--- config.mk ---
export PLATFORM = sky130hd
export DESIGN_NAME = module_seg_capture
export DESIGN_NICKNAME = d
export VERILOG_FILES = /design/src/rtl/module_seg_capture.sv
export SDC_FILE = /design/constraint.sdc
export NUM_CORES = 1
export LEC_CHECK = 0
export CAP_MARGIN = 10
export CORE_MARGIN = 5
export CORE_UTILIZATION = 63
export CTS_CLUSTER_SIZE = 16
export DETAILED_ROUTE_END_ITERATION = 10
export PLACE_DENSITY = 0.85
export SLEW_MARGIN = 20
export SYNTH_ARGS = -nofsm -noshare
export SYNTH_HDL_FRONTEND = slang
export SYNTH_SLANG_ARGS = --single-unit
--- constraint.sdc ---
create_clock -name clk -period 5.2 [get_ports clk]
set_clock_uncertainty 0.1 [all_clocks]
set_input_delay 1.04 -clock clk [delete_from_list [all_inputs] [get_ports clk]]
set_output_delay 1.04 -clock clk [all_outputs]
set_load 0.005 [all_outputs]
--- src/rtl/module_seg_capture.sv ---
// Observer for a multiplexed four-digit 7-segment bus. It decodes the settled glyphs back into a 16-bit value.
// Optional saturating error counter is built only when SEG_CAPTURE_ERRCNT_EN is defined.
module module_seg_capture #(
    parameter int unsigned SETTLE         = 4,
    parameter int unsigned TIMEOUT        = 100000,
    parameter bit          SEG_ACTIVE_LOW = 1'b1,
    parameter bit          AN_ACTIVE_LOW  = 1'b1
) (
    input  logic        clk,
    input  logic        rst,
    input  logic [6:0]  seg,
    input  logic [3:0]  transis,
    output logic [15:0] value,
    output logic [3:0]  blank,
    output logic        frame_valid,
    output logic        changed,
    output logic        glyph_err,
    output logic        overlap_err,
    output logic        stale,
    output logic [7:0]  err_cnt
);

    typedef enum logic [1:0] {
        ST_WAIT,
        ST_SETTLING,
        ST_LATCHED
    } state_t;

    typedef struct packed {
        logic       legal;
        logic       is_blank;
        logic [3:0] nibble;
    } glyph_t;

    localparam logic [6:0]  SEG_IDLE   = {7{SEG_ACTIVE_LOW}};
    localparam logic [3:0]  AN_IDLE    = {4{AN_ACTIVE_LOW}};
    localparam logic [7:0]  SETTLE_M1  = 8'(SETTLE - 1);
    localparam logic [23:0] TIMEOUT_LV = 24'(TIMEOUT);

    // Patterns are active-high, bit order g..a.
    function automatic glyph_t decode_glyph(input logic [6:0] pat);
        glyph_t g;
        g = '{legal: 1'b1, is_blank: 1'b0, nibble: 4'h0};
        case (pat)
            7'h3F: g.nibble = 4'h0;
            7'h06: g.nibble = 4'h1;
            7'h5B: g.nibble = 4'h2;
            7'h4F: g.nibble = 4'h3;
            7'h66: g.nibble = 4'h4;
            7'h6D: g.nibble = 4'h5;
            7'h7D: g.nibble = 4'h6;
            7'h07: g.nibble = 4'h7;
            7'h7F: g.nibble = 4'h8;
            7'h6F: g.nibble = 4'h9;
            7'h77: g.nibble = 4'hA;
            7'h7C: g.nibble = 4'hB;
            7'h39: g.nibble = 4'hC;
            7'h5E: g.nibble = 4'hD;
            7'h79: g.nibble = 4'hE;
            7'h71: g.nibble = 4'hF;
            7'h00: g.is_blank = 1'b1;
            default: g.legal = 1'b0;
        endcase
        return g;
    endfunction

    logic [6:0]  seg_s1_q, seg_s2_q;
    logic [3:0]  an_s1_q, an_s2_q;
    logic [6:0]  seg_n;
    logic [3:0]  an_n;
    logic        one_hot, multi;
    logic [1:0]  dig_idx;

    state_t      state_q, state_d;
    logic [7:0]  cnt_q, cnt_d;
    logic [1:0]  dig_q, dig_d;
    logic [6:0]  pat_q, pat_d;
    logic        same_sample;
    logic        latch;
    glyph_t      glyph;

    logic [15:0] shadow_q, shadow_d;
    logic [3:0]  sblank_q, sblank_d;
    logic [3:0]  seen_q, seen_d;
    logic        frame_fire;

    logic [15:0] value_q, value_d;
    logic [3:0]  blank_q, blank_d;
    logic        frame_valid_q, frame_valid_d;
    logic        changed_q, changed_d;
    logic        glyph_err_q, glyph_err_d;
    logic        overlap_err_q, overlap_err_d;
    logic        multi_q;
    logic [23:0] stale_cnt_q, stale_cnt_d;

    // Two-flop synchronizer; reset to the bus's inactive level so nothing looks lit.
    always_ff @(posedge clk or negedge rst) begin
        if (!rst) begin
            seg_s1_q <= SEG_IDLE;
            seg_s2_q <= SEG_IDLE;
            an_s1_q  <= AN_IDLE;
            an_s2_q  <= AN_IDLE;
        end else begin
            // NOTE: non-blocking assignments let each flop take the previous stage's old value, forming a real 2-stage pipe.
            seg_s1_q <= seg;
            seg_s2_q <= seg_s1_q;
            an_s1_q  <= transis;
            an_s2_q  <= an_s1_q;
        end
    end

    assign seg_n = seg_s2_q ^ SEG_IDLE;
    assign an_n  = an_s2_q ^ AN_IDLE;

    always_comb begin
        // NOTE: every always_comb output gets a default first so no path leaves it unassigned and infers a latch.
        one_hot = 1'b1;
        dig_idx = 2'd0;
        case (an_n)
            4'b0001: dig_idx = 2'd0;
            4'b0010: dig_idx = 2'd1;
            4'b0100: dig_idx = 2'd2;
            4'b1000: dig_idx = 2'd3;
            default: one_hot = 1'b0;
        endcase
    end

    assign multi       = (an_n != 4'b0000) && !one_hot;
    assign same_sample = (dig_idx == dig_q) && (seg_n == pat_q);

    // Settle FSM: a digit must hold the same (index, pattern) for SETTLE cycles before it latches.
    always_comb begin
        state_d = state_q;
        cnt_d   = cnt_q;
        dig_d   = dig_q;
        pat_d   = pat_q;
        latch   = 1'b0;
        case (state_q)
            ST_WAIT: begin
                if (one_hot) begin
                    state_d = ST_SETTLING;
                    cnt_d   = 8'd1;
                    dig_d   = dig_idx;
                    pat_d   = seg_n;
                end
            end
            ST_SETTLING: begin
                if (!one_hot) begin
                    state_d = ST_WAIT;
                end else if (!same_sample) begin
                    cnt_d = 8'd1;
                    dig_d = dig_idx;
                    pat_d = seg_n;
                end else if (cnt_q == SETTLE_M1) begin
                    latch   = 1'b1;
                    state_d = ST_LATCHED;
                end else begin
                    cnt_d = cnt_q + 8'd1;
                end
            end
            ST_LATCHED: begin
                if (!one_hot) begin
                    state_d = ST_WAIT;
                end else if (!same_sample) begin
                    state_d = ST_SETTLING;
                    cnt_d   = 8'd1;
                    dig_d   = dig_idx;
                    pat_d   = seg_n;
                end
            end
            default: state_d = ST_WAIT;
        endcase
    end

    assign glyph      = decode_glyph(pat_q);
    assign frame_fire = (seen_q == 4'hF);

    // Shadow assembly and frame publication; a latch in the closing cycle already belongs to the next frame.
    always_comb begin
        shadow_d      = shadow_q;
        sblank_d      = sblank_q;
        seen_d        = frame_fire ? 4'h0 : seen_q;
        glyph_err_d   = 1'b0;
        value_d       = value_q;
        blank_d       = blank_q;
        frame_valid_d = frame_fire;
        changed_d     = 1'b0;
        if (latch) begin
            if (glyph.legal) begin
                shadow_d[{dig_q, 2'b00} +: 4] = glyph.nibble;
                sblank_d[dig_q]               = glyph.is_blank;
                seen_d[dig_q]                 = 1'b1;
            end else begin
                glyph_err_d = 1'b1;
            end
        end
        if (frame_fire) begin
            value_d   = shadow_q;
            blank_d   = sblank_q;
            changed_d = ({sblank_q, shadow_q} != {blank_q, value_q});
        end
    end

    assign overlap_err_d = multi && !multi_q;
    assign stale_cnt_d   = latch ? 24'd0 : (&stale_cnt_q ? stale_cnt_q : stale_cnt_q + 24'd1);

    always_ff @(posedge clk or negedge rst) begin
        if (!rst) begin
            state_q       <= ST_WAIT;
            cnt_q         <= 8'd0;
            dig_q         <= 2'd0;
            pat_q         <= 7'd0;
            // NOTE: the shadow store is reset deliberately: a reset must discard a half-assembled frame.
            shadow_q      <= 16'h0000;
            sblank_q      <= 4'h0;
            seen_q        <= 4'h0;
            value_q       <= 16'h0000;
            blank_q       <= 4'h0;
            frame_valid_q <= 1'b0;
            changed_q     <= 1'b0;
            glyph_err_q   <= 1'b0;
            overlap_err_q <= 1'b0;
            multi_q       <= 1'b0;
            stale_cnt_q   <= 24'd0;
        end else begin
            state_q       <= state_d;
            cnt_q         <= cnt_d;
            dig_q         <= dig_d;
            pat_q         <= pat_d;
            shadow_q      <= shadow_d;
            sblank_q      <= sblank_d;
            seen_q        <= seen_d;
            value_q       <= value_d;
            blank_q       <= blank_d;
            frame_valid_q <= frame_valid_d;
            changed_q     <= changed_d;
            glyph_err_q   <= glyph_err_d;
            overlap_err_q <= overlap_err_d;
            multi_q       <= multi;
            stale_cnt_q   <= stale_cnt_d;
        end
    end

    assign value       = value_q;
    assign blank       = blank_q;
    assign frame_valid = frame_valid_q;
    assign changed     = changed_q;
    assign glyph_err   = glyph_err_q;
    assign overlap_err = overlap_err_q;
    assign stale       = (stale_cnt_q >= TIMEOUT_LV);

`ifdef SEG_CAPTURE_ERRCNT_EN
    logic [7:0] err_cnt_q;
    logic [8:0] err_sum;

    // Both error pulses may land in the same cycle, so the increment is 0..2 before saturation.
    assign err_sum = {1'b0, err_cnt_q} + {7'd0, glyph_err_q} + {7'd0, overlap_err_q};

    always_ff @(posedge clk or negedge rst) begin
        if (!rst) begin
            err_cnt_q <= 8'h00;
        end else begin
            err_cnt_q <= err_sum[8] ? 8'hFF : err_sum[7:0];
        end
    end

    assign err_cnt = err_cnt_q;
`else
    assign err_cnt = 8'h00;
`endif

endmodule

==> summary.md <==
| Metric | Value |
|---|---|
| Outcome | `complete, no violations` |
| Setup bufs post-CTS | `0` |
| Clock Sink Count | `114` |
| Fmax | `316 MHz` |
| PwrDens | `397 nW/µm²` |
| Critical path class | `flop to output port` |
| Yosys warns | `0` |
| Die height | `106 µm` |
| Number of placement rows | `34` |
| Critical path startpoint | `stale_cnt_q[6]$_DFFE_PN0P_` |
| Avg Cell Area, Syn | `9.99 µm²` |
| Routed len/inst | `17.6 µm` |
| Layout cells sized above 1 | `0.115` |
| Post-Synth XOR/XNOR Area | `0.0822` |
| Async S/R FF share, synth | `1.00` |
| LEAKAGE | `0.00316 µW` |
| Remaining DRCs | `0` |
| Slew Limit Fails | `0` |
| H-Tree Depth | `4` |
| Synth top area cells | `dfrtp_1, dfstp_2, nand2_1, xor2_1, mux2_1` |
| Die area | `11100 µm²` |
| Initial core utilization | `0.654` |
| Post-synthesis register bit count | `114` |
| Initial antenna violation count | `0` |
| Adder-cell share of the synthesized area | `0.0322` |
| Crit path arrival time | `2.03 ns` |
| RSZ-0062 raised after global routing | `false` |
| Final setup vio count | `0` |
| Post-synthesis cell type with the largest combined area | `dfrtp_1` |
| First-pass GRT wire length | `21900 µm` |
| Worst hold path type | `flop to flop` |
| Worst-path fanout max | `4` |
| Synth Area in Simple Gates | `0.213` |
| Post-cts gate resize count | `0` |
| Port Buffers | `37` |
| Minimum clock period | `3.17 ns` |
| Clock buffer depth | `2` |
| CTS tree | `done` |
| Number of flops mapped to enable cells by yosys | `0` |
| Min Hold Slack | `0.246 ns` |
| Overall routing resource usage | `0.245` |
| Fillers | `536` |
| Antenna viol nets, final | `0` |
| Clk_lat worst skew | `0.52 ns` |
| Post-route clock period utilization | `0.609` |
| Fin Setup TNS | `0 ns` |
| Most frequent cells in the layout | `dfrtp_1, nand2_1, nor2_1` |
| WL final | `12900 µm` |
| Worst r2r dst | `shadow_q[2]$_DFFE_PN0P_` |
| Vias in the first global route | `4490` |
| Mapped Area | `5760 µm²` |
| Max cap viols | `0` |
| Routability cong. | `0.918` |
| Dominant synthesized flop cell | `dfrtp_1` |
| Commonest non-fill, non-tap cell in the layout | `dfrtp_1` |
| Sequential-to-total area share from yosys stat | `0.500` |
| Root Buffer | `clkbuf_8` |
| Mapped Cells | `576` |
| Reg2reg path depth | `7` |
| Reg clk slew, reported paths | `0.06 ns` |
| R2R setup slack | `2.06 ns` |
| Vias per inst | `6.09` |
| Die Wd | `106 µm` |
| CTS Buf Count | `17` |
| Proportion of synthesized area in mux cells | `0.0604` |
| Final hold viol count | `0` |
| # nets final | `640` |
| Setup crit end kind | `output port` |
| CTS Hold Buffers Added | `0` |
| Synth unique cells | `61` |
| VDD IR-drop max | `256 µV` |
| Iter 0 DRT Violations | `321` |
| Required @ worst endpoint | `4.06 ns` |
| Reg2reg start | `dig_q[0]$_DFFE_PN0P_` |
| Core area | `8810 µm²` |
| DRT Pass-1 Iters | `5` |
| Largest net degree at the start of global routing | `80` |
| Share of the synthesized area in the top cell type | `0.400` |
| Critical Path Sink | `stale` |
| P&R area growth vs syn | `17.8%` |
| I/O Pins | `46` |
| Startpoint Class | `flop` |
| Global route overflow | `0` |
| Slew @ Worst Pin | `0.966 ns` |
| HPWL after detailed placement | `8050 µm` |
| Complex-gate fraction of the synthesized area | `0.0722` |
| Rel. slew slack | `0.356` |
| # diodes | `0` |
| Largest family of logic cells by synthesized area | `simple AND/OR/NAND/NOR gates` |
| Vias | `4470` |
[per-layer routing]
| metal | track usage | vias up | routed length [µm] |
|---|---|---|---|
| met2 | 0.403 | 184 | 6390 |
| li1 | - | 2057 | - |
| met4 | 0.103 | 0 | 297 |
| met1 | 0.317 | 2192 | 5490 |
| met3 | 0.0550 | 37 | 726 |
| met5 | 0 | - | 0 |
[worst max-delay path: stages, from the launching register on]
cell,delay (ns)
dfrtp_1,0.41
o21a_1,0.20
o211ai_1,0.19
nand2_1,0.08
nand3_1,0.10
nand3_1,0.08
clkdlybuf4s50_1,0.46
[flip-flops by register name (all words and copies together) (netlist names), 7 cells and up]
| register | cells |
|---|---|
| shadow_q | 16 |
| seg_s1_q | 7 |
| pat_q | 7 |
| value | 16 |
| stale_cnt_q | 24 |
| cnt_q | 8 |
| seg_s2_q | 7 |
[area by class of cell]
type                            instances  area, µm²  share of cell area
Sequential cell                       114       2880               0.425
Clock buffer                           20        455              0.0672
Inverter                               19       71.3              0.0105
Tap cell                              108        135              0.0199
Clock inverter                         12        154              0.0227
Timing Repair Buffer                   41        398              0.0587
Multi-Input combinational cell        420       2690               0.396
[cells in the mapped netlist, types with 11 or more instances]
master and instances:
buf_2 11, nand4_1 17, a21oi_1 18, dfrtp_1 92
xor2_1 35, inv_1 18, nor2_1 56, mux2_1 21
nand2_1 83, nor3_1 15, xnor2_1 19, nand3_1 30
dfstp_2 22, ha_1 14
[power by group]
part | internal [µW] | leakage (µW) | total (µW) | switching, µW
clock network | 769 | 0.000294 | 1190 | 420
registers | 941 | 0.00148 | 1070 | 131
logic | 165 | 0.00139 | 430 | 265
total | 1880 | 0.00316 | 2690 | 816
[how the worst min path moves through the flow]
stage                       endpoint  cells after the start                  start  slack [ns]
6_report       seg_s2_q[4]$_DFF_PN1_                      0  seg_s1_q[4]$_DFF_PN1_        0.25
5_1_grt        seg_s2_q[4]$_DFF_PN1_                      0  seg_s1_q[4]$_DFF_PN1_        0.25
4_1_cts        seg_s2_q[4]$_DFF_PN1_                      0  seg_s1_q[4]$_DFF_PN1_        0.25
3_5_place_dp   seg_s2_q[6]$_DFF_PN1_                      0  seg_s1_q[6]$_DFF_PN1_        0.25
3_3_place_gp   seg_s2_q[0]$_DFF_PN1_                      0  seg_s1_q[0]$_DFF_PN1_        0.25
2_1_floorplan   an_s2_q[0]$_DFF_PN1_                      0   an_s1_q[0]$_DFF_PN1_        0.25
[cells by family after synthesis]
| family | after synthesis |
|---|---|
| adder cells (fa/ha/maj) | 15 |
| AND/OR/NAND/NOR | 252 |
| other | 1 |
| AO/OA/AOI/OAI | 59 |
| multiplexers | 32 |
| XOR/XNOR | 54 |
| flip-flops | 114 |
| buffers and inverters | 49 |
[per-stage QoR]
step                      area (µm²)  utilization  instances  setup WS [ns]  total power (µW)
after floorplan                 5780            -        583           2.58              1380
after global placement          6170        0.700        702           2.14              1470
after detailed placement        6170        0.700        702           2.04              1490
after CTS                       6780        0.770        734           1.98              2690
after global routing            6780        0.770        734           1.87              2800
final                           6780        0.770        734           2.03              2690
Note: power is estimated with default switching activity, not from simulation.
